### config.mk
export PLATFORM = sky130hd
export DESIGN_NAME = oled_bin_seq_flat
export DESIGN_NICKNAME = d
export VERILOG_FILES = /design/src/rtl/oled_pkg.sv /design/src/rtl/oled_bin_seq_if.sv /design/src/rtl/oled_bin_seq.sv /design/src/flat_wrapper.sv
export SDC_FILE = /design/constraint.sdc
export NUM_CORES = 1
export LEC_CHECK = 0
export ABC_AREA = 1
export CAP_MARGIN = 40
export CELL_PAD_IN_SITES_DETAIL_PLACEMENT = 1
export CELL_PAD_IN_SITES_GLOBAL_PLACEMENT = 1
export CORE_MARGIN = 3
export CORE_UTILIZATION = 35
export DETAILED_ROUTE_END_ITERATION = 7
export PLACE_DENSITY_LB_ADDON = 0.25
export SETUP_SLACK_MARGIN = 0.3
export SYNTH_ARGS = -nofsm -noshare
export SYNTH_HDL_FRONTEND = slang
export SYNTH_SLANG_ARGS = --single-unit
### constraint.sdc
create_clock -name clk -period 3 [get_ports clk]
set_clock_uncertainty 0.05 [all_clocks]
set_input_delay 0.45 -clock clk [delete_from_list [all_inputs] [get_ports clk]]
set_output_delay 0.45 -clock clk [all_outputs]
set_load 0.01 [all_outputs]
### src/rtl/oled_pkg.sv
// Shared constants for the SSD1306 bin-display sequencer:
// state encoding, command tables and the column renderer.
package oled_pkg;

    typedef enum logic [2:0] {
        ST_BOOT,
        ST_INIT,
        ST_IDLE,
        ST_WIN,
        ST_DATA,
        ST_ERR
    } seq_state_e;

    localparam int INIT_LEN = 25;

    localparam logic [7:0] CTRL_CMD  = 8'h00;
    localparam logic [7:0] CTRL_DATA = 8'h40;

    localparam logic [7:0] INIT_CMDS [INIT_LEN] = '{
        8'hAE, 8'hD5, 8'h80, 8'hA8, 8'h3F,
        8'hD3, 8'h00, 8'h40, 8'h8D, 8'h14,
        8'h20, 8'h00, 8'hA1, 8'hC8, 8'hDA,
        8'h12, 8'h81, 8'hCF, 8'hD9, 8'hF1,
        8'hDB, 8'h40, 8'hA4, 8'hA6, 8'hAF
    };

    // Column range 0..127, page range 0..0
    localparam logic [7:0] WIN_CMDS [6] = '{
        8'h21, 8'h00, 8'h7F, 8'h22, 8'h00, 8'h00
    };

    // 16 columns per bit, MSB leftmost; last two columns are a gap
    function automatic logic [7:0] col_byte(
        input logic [7:0] val,
        input logic [6:0] col
    );
        logic [2:0] b;
        b = 3'd7 - col[6:4];
        if (col[3:0] >= 4'd14)
            return 8'h00;
        return val[b] ? 8'hFF : 8'h81;
    endfunction

endpackage

### src/rtl/oled_bin_seq_if.sv
// Byte-level handshake between the sequencer and the I2C master.
// One byte outstanding at a time; ACK status returns as a pulse.
interface oled_bin_seq_if;
    logic       tx_valid;
    logic [7:0] tx_data;
    logic       tx_start;
    logic       tx_stop;
    logic       tx_ready;
    logic       tx_ack_valid;
    logic       tx_nack;

    modport master (
        output tx_valid, tx_data, tx_start, tx_stop,
        input  tx_ready, tx_ack_valid, tx_nack
    );

    modport slave (
        input  tx_valid, tx_data, tx_start, tx_stop,
        output tx_ready, tx_ack_valid, tx_nack
    );
endinterface

### src/rtl/oled_bin_seq.sv
// SSD1306 sequencer: boot delay, init list, page-0 binary redraw.
// Optional OLED_SEQ_COALESCE_EN keeps the last update seen while busy.
import oled_pkg::*;

module oled_bin_seq #(
    parameter int CLK_HZ     = 50_000_000,
    parameter int STARTUP_US = 100
) (
    input  logic           clk,
    input  logic           rst,
    input  logic           update,
    input  logic [7:0]     value,
    oled_bin_seq_if.master tx,
    output logic           init_done,
    output logic           busy,
    output logic           err
);

    localparam int STARTUP_CYCLES = CLK_HZ / 1_000_000 * STARTUP_US;

    localparam logic [2:0] S_BOOT = ST_BOOT;
    localparam logic [2:0] S_INIT = ST_INIT;
    localparam logic [2:0] S_IDLE = ST_IDLE;
    localparam logic [2:0] S_WIN  = ST_WIN;
    localparam logic [2:0] S_DATA = ST_DATA;
    localparam logic [2:0] S_ERR  = ST_ERR;

    logic [2:0]  state;
    logic        wait_ack;
    logic [7:0]  idx;
    logic [7:0]  val_q;
    logic [31:0] boot_cnt;

    logic        tx_valid_q;
    logic [7:0]  tx_data_q;
    logic        tx_start_q;
    logic        tx_stop_q;

    logic        go_win;
    logic [7:0]  go_val;
    logic [7:0]  nidx;
    logic [7:0]  last;

    function automatic logic [7:0] last_idx(input logic [2:0] st);
        case (st)
            S_INIT:  return 8'(INIT_LEN);
            S_WIN:   return 8'd6;
            default: return 8'd128;
        endcase
    endfunction

    function automatic logic [7:0] byte_at(
        input logic [2:0] st,
        input logic [7:0] i,
        input logic [7:0] v
    );
        logic [7:0] b;
        b = 8'h00;
        case (st)
            S_INIT: begin
                if (i == 8'd0) b = CTRL_CMD;
                else           b = INIT_CMDS[5'(i - 8'd1)];
            end
            S_WIN: begin
                if (i == 8'd0) b = CTRL_CMD;
                else           b = WIN_CMDS[3'(i - 8'd1)];
            end
            S_DATA: begin
                if (i == 8'd0) b = CTRL_DATA;
                else           b = col_byte(v, 7'(i - 8'd1));
            end
            default: b = 8'h00;
        endcase
        return b;
    endfunction

    assign nidx = idx + 8'd1;
    assign last = last_idx(state);

`ifdef OLED_SEQ_COALESCE_EN
    logic       pend;
    logic [7:0] pend_val;

    always_ff @(posedge clk or posedge rst) begin
        if (rst) begin
            pend     <= 1'b0;
            pend_val <= 8'h00;
        end else if (state == S_ERR) begin
            pend <= 1'b0;
        end else if (state == S_IDLE) begin
            pend <= 1'b0;
        end else if (update) begin
            pend     <= 1'b1;
            pend_val <= value;
        end
    end

    always_comb begin
        go_win = 1'b0;
        go_val = value;
        if (state == S_IDLE) begin
            if (update) begin
                go_win = 1'b1;
            end else if (pend) begin
                go_win = 1'b1;
                go_val = pend_val;
            end
        end
    end
`else
    always_comb begin
        go_win = (state == S_IDLE) && update;
        go_val = value;
    end
`endif

    always_ff @(posedge clk or posedge rst) begin
        if (rst) begin
            state      <= S_BOOT;
            wait_ack   <= 1'b0;
            idx        <= 8'd0;
            val_q      <= 8'h00;
            boot_cnt   <= 32'd0;
            tx_valid_q <= 1'b0;
            tx_data_q  <= 8'h00;
            tx_start_q <= 1'b0;
            tx_stop_q  <= 1'b0;
            init_done  <= 1'b0;
            err        <= 1'b0;
        end else begin
            case (state)
                S_BOOT: begin
                    if (boot_cnt == 32'(STARTUP_CYCLES - 1)) begin
                        state    <= S_INIT;
                        idx      <= 8'd0;
                        wait_ack <= 1'b0;
                    end else begin
                        boot_cnt <= boot_cnt + 32'd1;
                    end
                end
                S_IDLE: begin
                    if (go_win) begin
                        state      <= S_WIN;
                        val_q      <= go_val;
                        idx        <= 8'd0;
                        wait_ack   <= 1'b0;
                        tx_valid_q <= 1'b1;
                        tx_data_q  <= CTRL_CMD;
                        tx_start_q <= 1'b1;
                        tx_stop_q  <= 1'b0;
                    end
                end
                S_INIT, S_WIN, S_DATA: begin
                    if (!wait_ack) begin
                        // First byte after boot is loaded here;
                        // later bytes are loaded on the ACK.
                        if (!tx_valid_q) begin
                            tx_valid_q <= 1'b1;
                            tx_data_q  <= byte_at(state, idx, val_q);
                            tx_start_q <= (idx == 8'd0);
                            tx_stop_q  <= (idx == last);
                        end else if (tx.tx_ready) begin
                            tx_valid_q <= 1'b0;
                            wait_ack   <= 1'b1;
                        end
                    end else if (tx.tx_ack_valid) begin
                        wait_ack <= 1'b0;
                        if (tx.tx_nack) begin
                            state     <= S_ERR;
                            err       <= 1'b1;
                            init_done <= 1'b0;
                        end else if (idx == last) begin
                            if (state == S_INIT) begin
                                state     <= S_IDLE;
                                init_done <= 1'b1;
                            end else if (state == S_WIN) begin
                                state      <= S_DATA;
                                idx        <= 8'd0;
                                tx_valid_q <= 1'b1;
                                tx_data_q  <= CTRL_DATA;
                                tx_start_q <= 1'b1;
                                tx_stop_q  <= 1'b0;
                            end else begin
                                state <= S_IDLE;
                            end
                        end else begin
                            idx        <= nidx;
                            tx_valid_q <= 1'b1;
                            tx_data_q  <= byte_at(state, nidx, val_q);
                            tx_start_q <= 1'b0;
                            tx_stop_q  <= (nidx == last);
                        end
                    end
                end
                default: ;
            endcase
        end
    end

    assign busy        = (state != S_IDLE) && (state != S_ERR);
    assign tx.tx_valid = tx_valid_q;
    assign tx.tx_data  = tx_data_q;
    assign tx.tx_start = tx_start_q;
    assign tx.tx_stop  = tx_stop_q;

endmodule

### src/flat_wrapper.sv
// flat-port wrapper written by rule: the top's interface ports become plain ports
module oled_bin_seq_flat 
#(
    parameter int CLK_HZ     = 50_000_000,
    parameter int STARTUP_US = 100
)
  (clk, rst, update, value, init_done, busy, err, tx_tx_valid, tx_tx_data, tx_tx_start, tx_tx_stop, tx_tx_ready, tx_tx_ack_valid, tx_tx_nack);
  oled_bin_seq_if tx_i ();
  input  logic clk;
  input  logic rst;
  input  logic update;
  input  logic [7:0] value;
  output logic init_done;
  output logic busy;
  output logic err;
  output wire logic [$bits(tx_i.tx_valid)-1:0] tx_tx_valid;
  output wire logic [$bits(tx_i.tx_data)-1:0] tx_tx_data;
  output wire logic [$bits(tx_i.tx_start)-1:0] tx_tx_start;
  output wire logic [$bits(tx_i.tx_stop)-1:0] tx_tx_stop;
  input wire logic [$bits(tx_i.tx_ready)-1:0] tx_tx_ready;
  input wire logic [$bits(tx_i.tx_ack_valid)-1:0] tx_tx_ack_valid;
  input wire logic [$bits(tx_i.tx_nack)-1:0] tx_tx_nack;
  assign tx_tx_valid = tx_i.tx_valid;
  assign tx_tx_data = tx_i.tx_data;
  assign tx_tx_start = tx_i.tx_start;
  assign tx_tx_stop = tx_i.tx_stop;
  assign tx_i.tx_ready = tx_tx_ready;
  assign tx_i.tx_ack_valid = tx_tx_ack_valid;
  assign tx_i.tx_nack = tx_tx_nack;
  oled_bin_seq #(.CLK_HZ(CLK_HZ), .STARTUP_US(STARTUP_US)) u_core (.clk(clk), .rst(rst), .update(update), .value(value), .tx(tx_i), .init_done(init_done), .busy(busy), .err(err));
endmodule
==> metrics.md, run 1 <==
| Metric | Value |
|---|---|
| Status | completed |
| WS Path Type | flop to flop |
| DRC | 0 |
| Tot GR Track Use | about 22% |
| Worst Max-Slew Pin Slew | 0.588 ns |
| Async S/R FF share, synth | 100% |
| Io pins | 28 |
| Cts bufs inserted | 9 |
| Endpoint class of the critical path | flop |
| Row count | 43 |
| HP Class | flop to flop |
| Register area | about 0.0016 mm^2 |
| Yosys warns | 0 |
| Drt wl/cell | 17.4 um |
| Antenna-violating nets left | 0 |
| Clock Latency Late Sink | ~0.34 ns |
| Largest net degree at the start of global routing | 66 |
| Peak supply drop | about 0.28 mV |
| Clock-pin slew on the worst setup and hold paths | 0.06 ns |
| Register area share after synthesis | a little under a third |
| Clk sinks | 65 |
| Longest Clk Path Bufs | 2 |
| Place WS | about 0.19 ns |
| Setup TNS | 0 ns |
| Power after layout | slightly below 2 mW |
| Placed cell area | between 0.005 and 0.006 mm^2 |
| Max cap viols | 0 |
| Post-Synthesis Cells | 760 |
| Die height | approximately 130 um |
| Finished Layout Cells | ~980 |
| Area occupied by multi-input gates | around 0.0032 mm^2 |
| Via density | ~5.4 |
| Fin. Hold Viols | 0 |
| Max FO, Critical Path | 7 |
| Crit path from | u_core.idx[1]$_DFFE_PP0P_ |
| Number of synthesized flops with an enable pin | 0 |
| Flops & latches, synth | 65 |
| HPWL after DPL | around 14 mm |
| First-pass GRT wire length | around 28 mm |
| Most common cell after layout, fill and taps aside | nand2_1 |
| Max-slew headroom | 60.5% |
| Chip width | ~130 um |
| Critical Path AT | about 2.7 ns |
| Clk root buf | clkbuf_16 |
| Tcrit/Tclk final | approximately 83% |
| Total leakage power | about 2.8 nW |
| Reg-to-reg critical path startpoint | u_core.idx[1]$_DFFE_PP0P_ |
| Min Tclk post-route | 2.50 ns |
| DP Cell Count | 962 |
| Pwr per Cell Area | ~330 mW/mm^2 |
| H-tree levels | 3 |
| F_max | 0.400 GHz |
| Syn Area/Cell | around 6.9 um^2 |
| Gr ovfl total | 0 |
| Final WL | between 15 and 20 mm |
| CP startpoint kind | flop |
| Fin worst setup slack | a little over 0.5 ns |
| Post-route cell area | about 0.0061 mm^2 |
| Mapped Nets | between 700 and 800 |
| First-pass DRT Iterations | 5 |
| Nets | about 820 |
| Clock tree from TritonCTS | done |
| Commonest cells after routing, fill and taps aside | 185 x nand2_1, 85 x inv_1, 82 x nor2_1, 65 x nand3_1, 64 x dfrtp_1 |
| WP data required | 3.20 ns |
| Layout cells sized above 1 | between 10 and 15% |
| Gpl congestion | 0.957 |
| Initial antenna violation count | 0 |
| Port Buffer Count | 27 |
| Synth unique cells | 53 |
| RSZ-0062 raised after global routing | false |
| Via Count | roughly 5300 |
| Initial core utilization | 36.7% |
| Most used DFF post-synth | dfrtp_1 |
| Hold path startpoint | u_core.err$_DFFE_PP0P_ |
| Final setup fails | 0 |
| # fillers | roughly 1800 |
| Layout area overhead | 16.3% |
| Starting DRT DRC Count | approximately 370 |
| Ant diodes | 0 |
| Post-Syn Area | about 0.0052 mm^2 |
| Core area | between 0.01 and 0.015 mm^2 |
| Vias in the first global route | around 5400 |
| Max Transition Viols Final | 0 |
| Die area | ~0.016 mm^2 |
report_power, final:
group	switching, mW	internal [mW]
Sequential	0	0.877
Clock	0.417	0.642
Combinational	0.0237	0.0200
Total	0.441	1.54
registers in the layout, summed over array words and instances, names as in the netlist:
name and cells:
u_core.boot_cnt 32, u_core.idx 8, u_core.tx.tx_data 8, u_core.val_q 8
u_core.state 3, u_core.err 1, u_core.init_done 1, u_core.tx.tx_start 1
u_core.tx.tx_stop 1, u_core.tx.tx_valid 1, u_core.wait_ack 1
worst paths after layout:
kind | endpoint | slack [ns] | depth (start not counted)
setup reg to reg | u_core.tx.tx_stop$_DFFE_PP0P_ | 0.50 | 10
hold reg to reg | u_core.err$_DFFE_PP0P_ | 0.42 | 1
hold / removal | u_core.err$_DFFE_PP0P_ | 0.42 | 1
min in group asynchronous | u_core.boot_cnt[11]$_DFFE_PP0P_ | 0.52 | 4
max in group asynchronous | u_core.tx.tx_data[0]$_DFFE_PP0P_ | 2.09 | 4
setup / recovery | u_core.tx.tx_stop$_DFFE_PP0P_ | 0.50 | 10
cell type report:
type	count	share of cell area [%]
flip-flops and latches	65	26.8
repair buffers	39	6.27
clock buffers	9	3.71
well taps	180	3.71
clock inverters	7	1.15
inverters	100	6.35
multi-input cells	579	52.0
per-layer routing:
layer  track usage, %  up-vias  part of all wire, %
li1                 -     2561                    -
met1             31.0     2568                   51
met2             32.7      121                   43
met3             4.92       29                  5.1
met4             5.56        0                  1.7
met5                0        -                    0
worst max-delay path: stages, from the launching register on:
cell	delay, ns
dfrtp_1	0.37
inv_1	0.14
ha_1	0.28
buf_4	0.18
inv_1	0.26
nor2_1	0.13
a211oi_2	0.29
nand4_1	0.12
nor3_1	0.26
o22ai_1	0.13
o21ai_0	0.20
repair_timing:
item | 4_1_cts | 5_1_grt
setup buffers | 0 | 0
hold buffers | 0 | 0
endpoints found under the setup margin | 7 | 13
gates resized for setup | 1 | 12
cells in the mapped netlist (all sizes together) (2+ instances only):
| master | instances | area [um^2] |
|---|---|---|
| nand2 | 199 | 795 |
| inv | 100 | 383 |
| nor2 | 94 | 433 |
| nand3 | 73 | 420 |
| dfrtp | 65 | 1630 |
| o21ai | 54 | 278 |
| xor2 | 32 | 280 |
| a21oi | 31 | 163 |
| nor3 | 23 | 130 |
| nand4 | 18 | 134 |
| buf | 14 | 98.8 |
| ha | 9 | 113 |
| nor4 | 8 | 56.3 |
| a21boi | 6 | 45.0 |
| o211ai | 6 | 45.0 |
| xnor2 | 4 | 35.0 |
| a22oi | 3 | 27.5 |
| a21o | 2 | 15.0 |
| clkbuf | 2 | 7.51 |
| nand3b | 2 | 15.0 |
| o221ai | 2 | 17.5 |
| o22ai | 2 | 12.5 |
| or2 | 2 | 12.5 |
kinds of logic after synthesis:
kind of cell | after synthesis | share of synthesized area, %
and+or+nand+nor | 419 | 38.3
muxes | 1 | 0.216
adders and majority gates | 9 | 2.16
buffers and inverters | 116 | 9.38
AOI/OAI and AO/OA | 114 | 12.8
xor gates and xnor gates | 36 | 6.04
DFF | 65 | 31.2
through the flow:
step	utilization [%]	hold slack, ns
after floorplan	-	0.392
after global placement	40.0	0.405
after detailed placement	40.0	0.415
after CTS	42.1	0.428
after global routing	42.7	0.444
final	42.7	0.420
Power figures use the tool's default switching activity.
==> run 2: changes to the inputs <==
==> constraint.sdc (replaced) <==
create_clock -name clk -period 2.1 [get_ports clk]
set_clock_uncertainty 0.05 [all_clocks]
set_input_delay 0.315 -clock clk [delete_from_list [all_inputs] [get_ports clk]]
set_output_delay 0.315 -clock clk [all_outputs]
set_load 0.01 [all_outputs]
==> run 2 against run 1 <==
The run now ends with negative setup slack left; critical path depth increased by 1; non-clock buffer count increased by 180; final cell count increased by 18%; sequential cell count unchanged; clock-buffer cell count increased by 1; sequential share of layout area decreased by 7.6 points; register-to-register slack got worse by 0.85 ns.
==> metrics.md, run 2 (synthesis gave the netlist of run 1 again) <==
| Metric | Value |
|---|---|
| Die area | between 0.015 and 0.02 mm^2 |
| F_max | approximately 0.4 GHz |
| Status | complete, but fails checks |
| H-tree levels | 3 |
| Via Count | around 6600 |
| Tot GR Track Use | between 20% and 30% |
| Tcrit/Tclk final | 117% |
| Largest net degree at the start of global routing | 66 |
| Gpl congestion | between 1 and 1.5 |
| Max Transition Viols Final | 0 |
| Io pins | 28 |
| Endpoint class of the critical path | flop |
| Min Tclk post-route | 2.45 ns |
| GR Util met2 | about half |
| Ant diodes | 0 |
| Worst Max-Slew Pin Slew | 0.548 ns |
| HPWL after DPL | around 15 mm |
| Clock-pin slew on the worst setup and hold paths | approximately 0.070 ns |
| DRC | 0 |
| Hold buffers post-CTS | 0 |
| CP startpoint kind | flop |
| Max FO, Critical Path | 5 |
| Fin. Hold Viols | 0 |
| WP data required | between 2 and 2.5 ns |
| Core area | around 0.014 mm^2 |
| Final WL | ~26 mm |
| WS Path Type | flop to flop |
| Layout cells sized above 1 | between 40% and 50% |
| CP cell instances | ha_4, nand3_1, nand2_2, nand2_4, buf_4, buf_4, nor3_1, nor2_1, nor3_2, o22ai_1, o21ai_1 |
| Final setup fails | about 50 |
| GR Layer Usage met3 | under 10% |
| Max-slew headroom | a little over three fifths |
| Number of flip-flops in the largest register | 32 |
| Cts bufs inserted | 9 |
| Pwr per Cell Area | ~340 mW/mm^2 |
| Setup TNS | -8.94 ns |
| HP Class | input port to async pin |
| Row count | 43 |
| Antenna-violating nets left | 0 |
| First-pass DRT Iterations | 5 |
| Drt wl/cell | 22.5 um |
| Most common cell after layout, fill and taps aside | buf_4 |
| Die height | about 130 um |
| Critical path's largest stage delay | 0.46 ns |
| CP most frequent cell | buf_4 |
| Clk sinks | between 60 and 70 |
| Buffers and inverters on the worst path | 2 |
| Critical Path AT | 2.68 ns |
| Total leakage power | 3.94 nW |
| Met1 Track Usage GR | 33.8% |
| Clk root buf | clkbuf_16 |
| Initial antenna violation count | 0 |
| Starting DRT DRC Count | between 500 and 600 |
| Final core occ | between 50% and 60% |
| First-pass GRT wire length | 36.4 mm |
| CP max-delay cell | dfrtp_2 |
| CP top delay family | simple AND/OR/NAND/NOR gates |
| Chip width | 128 um |
| Initial core utilization | between 30 and 40% |
| Clock tree from TritonCTS | done |
| Peak supply drop | ~0.39 mV |
| Layout area overhead | 63.1% |
| GRT Max-Usage Layer | met2 |
| Longest Clk Path Bufs | 2 |
| RSZ-0062 raised after global routing | true |
| Largest Register | u_core.boot_cnt |
| Failing checks | negative setup slack |
| Commonest cells after routing, fill and taps aside | 161 x buf_4, 139 x nand2_1, 69 x inv_1, 59 x dfrtp_1, 52 x nor2_1 |
| Clock Latency Late Sink | approximately 0.36 ns |
| Max cap viols | 0 |
| Gr ovfl total | 0 |
| Via density | 5.72 |
| Port Buffer Count | 27 |
| Nets | between 900 and 1000 |
| Vias in the first global route | 6866 |
| Reg2reg setup slack | -0.35 ns |
| Fin worst setup slack | -0.350 ns |
-- run 2: per-layer routing --
metal	vias up	wire [um]
li1	2923	-
met1	3287	10100
met2	312	13200
met3	112	1550
met4	0	1310
met5	-	0
-- run 2: area by class of cell --
class,count,area (um^2)
fillers,1685,5700
multi-input cells,580,4000
inverters,100,403
clock buffers,10,229
repair buffers,219,1960
flip-flops and latches,65,1630
well taps,180,225
clock inverters,5,57.6
-- run 2: report_power, final --
part	total (mW)	internal [mW]	switching, mW
registers	1.25	1.25	0
logic	0.0657	0.0273	0.0384
clock network	1.54	0.910	0.634
-- run 2: repair_timing --
action                                 CTS  global route
buffers inserted                        28            16
pin swaps                               44            47
gates resized for setup                164           101
setup endpoints to repair               64            59
gates cloned                             2             2
endpoints found under the hold margin    0             0
-- run 2: worst register-to-register path: stages, from the launching register on --
cell and delay, ns:
dfrtp_2 0.46, ha_4 0.21, nand3_1 0.16, nand2_2 0.13
nand2_4 0.09, buf_4 0.15, buf_4 0.13, nor3_1 0.33
nor2_1 0.14, nor3_2 0.27, o22ai_1 0.13, o21ai_1 0.13
-- run 2: worst paths after layout --
path,start,endpoint,depth (start not counted)
setup reg to reg,u_core.idx[0]$_DFFE_PP0P_,u_core.tx.tx_stop$_DFFE_PP0P_,11
setup / recovery,u_core.idx[0]$_DFFE_PP0P_,u_core.tx.tx_stop$_DFFE_PP0P_,11
hold reg to reg,u_core.err$_DFFE_PP0P_,u_core.err$_DFFE_PP0P_,1
min in group clk,u_core.err$_DFFE_PP0P_,u_core.err$_DFFE_PP0P_,1
max in group asynchronous,rst,u_core.state[0]$_DFFE_PP0P_,3
hold / removal,rst,u_core.boot_cnt[19]$_DFFE_PP0P_,3
-- run 2: per-stage QoR --
| step | setup WS (ns) | instances | total power [mW] | cell area, um^2 | hold slack, ns |
|---|---|---|---|---|---|
| floorplan | 0.0281 | 760 | 1.30 | 5340 | 0.392 |
| global placement | -0.253 | 1096 | 1.34 | 6860 | 0.411 |
| detailed placement | -0.393 | 1096 | 1.34 | 6860 | 0.414 |
| CTS | -0.255 | 1141 | 2.86 | 7970 | 0.374 |
| global route | -0.443 | 1159 | 2.93 | 8510 | 0.395 |
| finish | -0.350 | 1159 | 2.86 | 8510 | 0.361 |
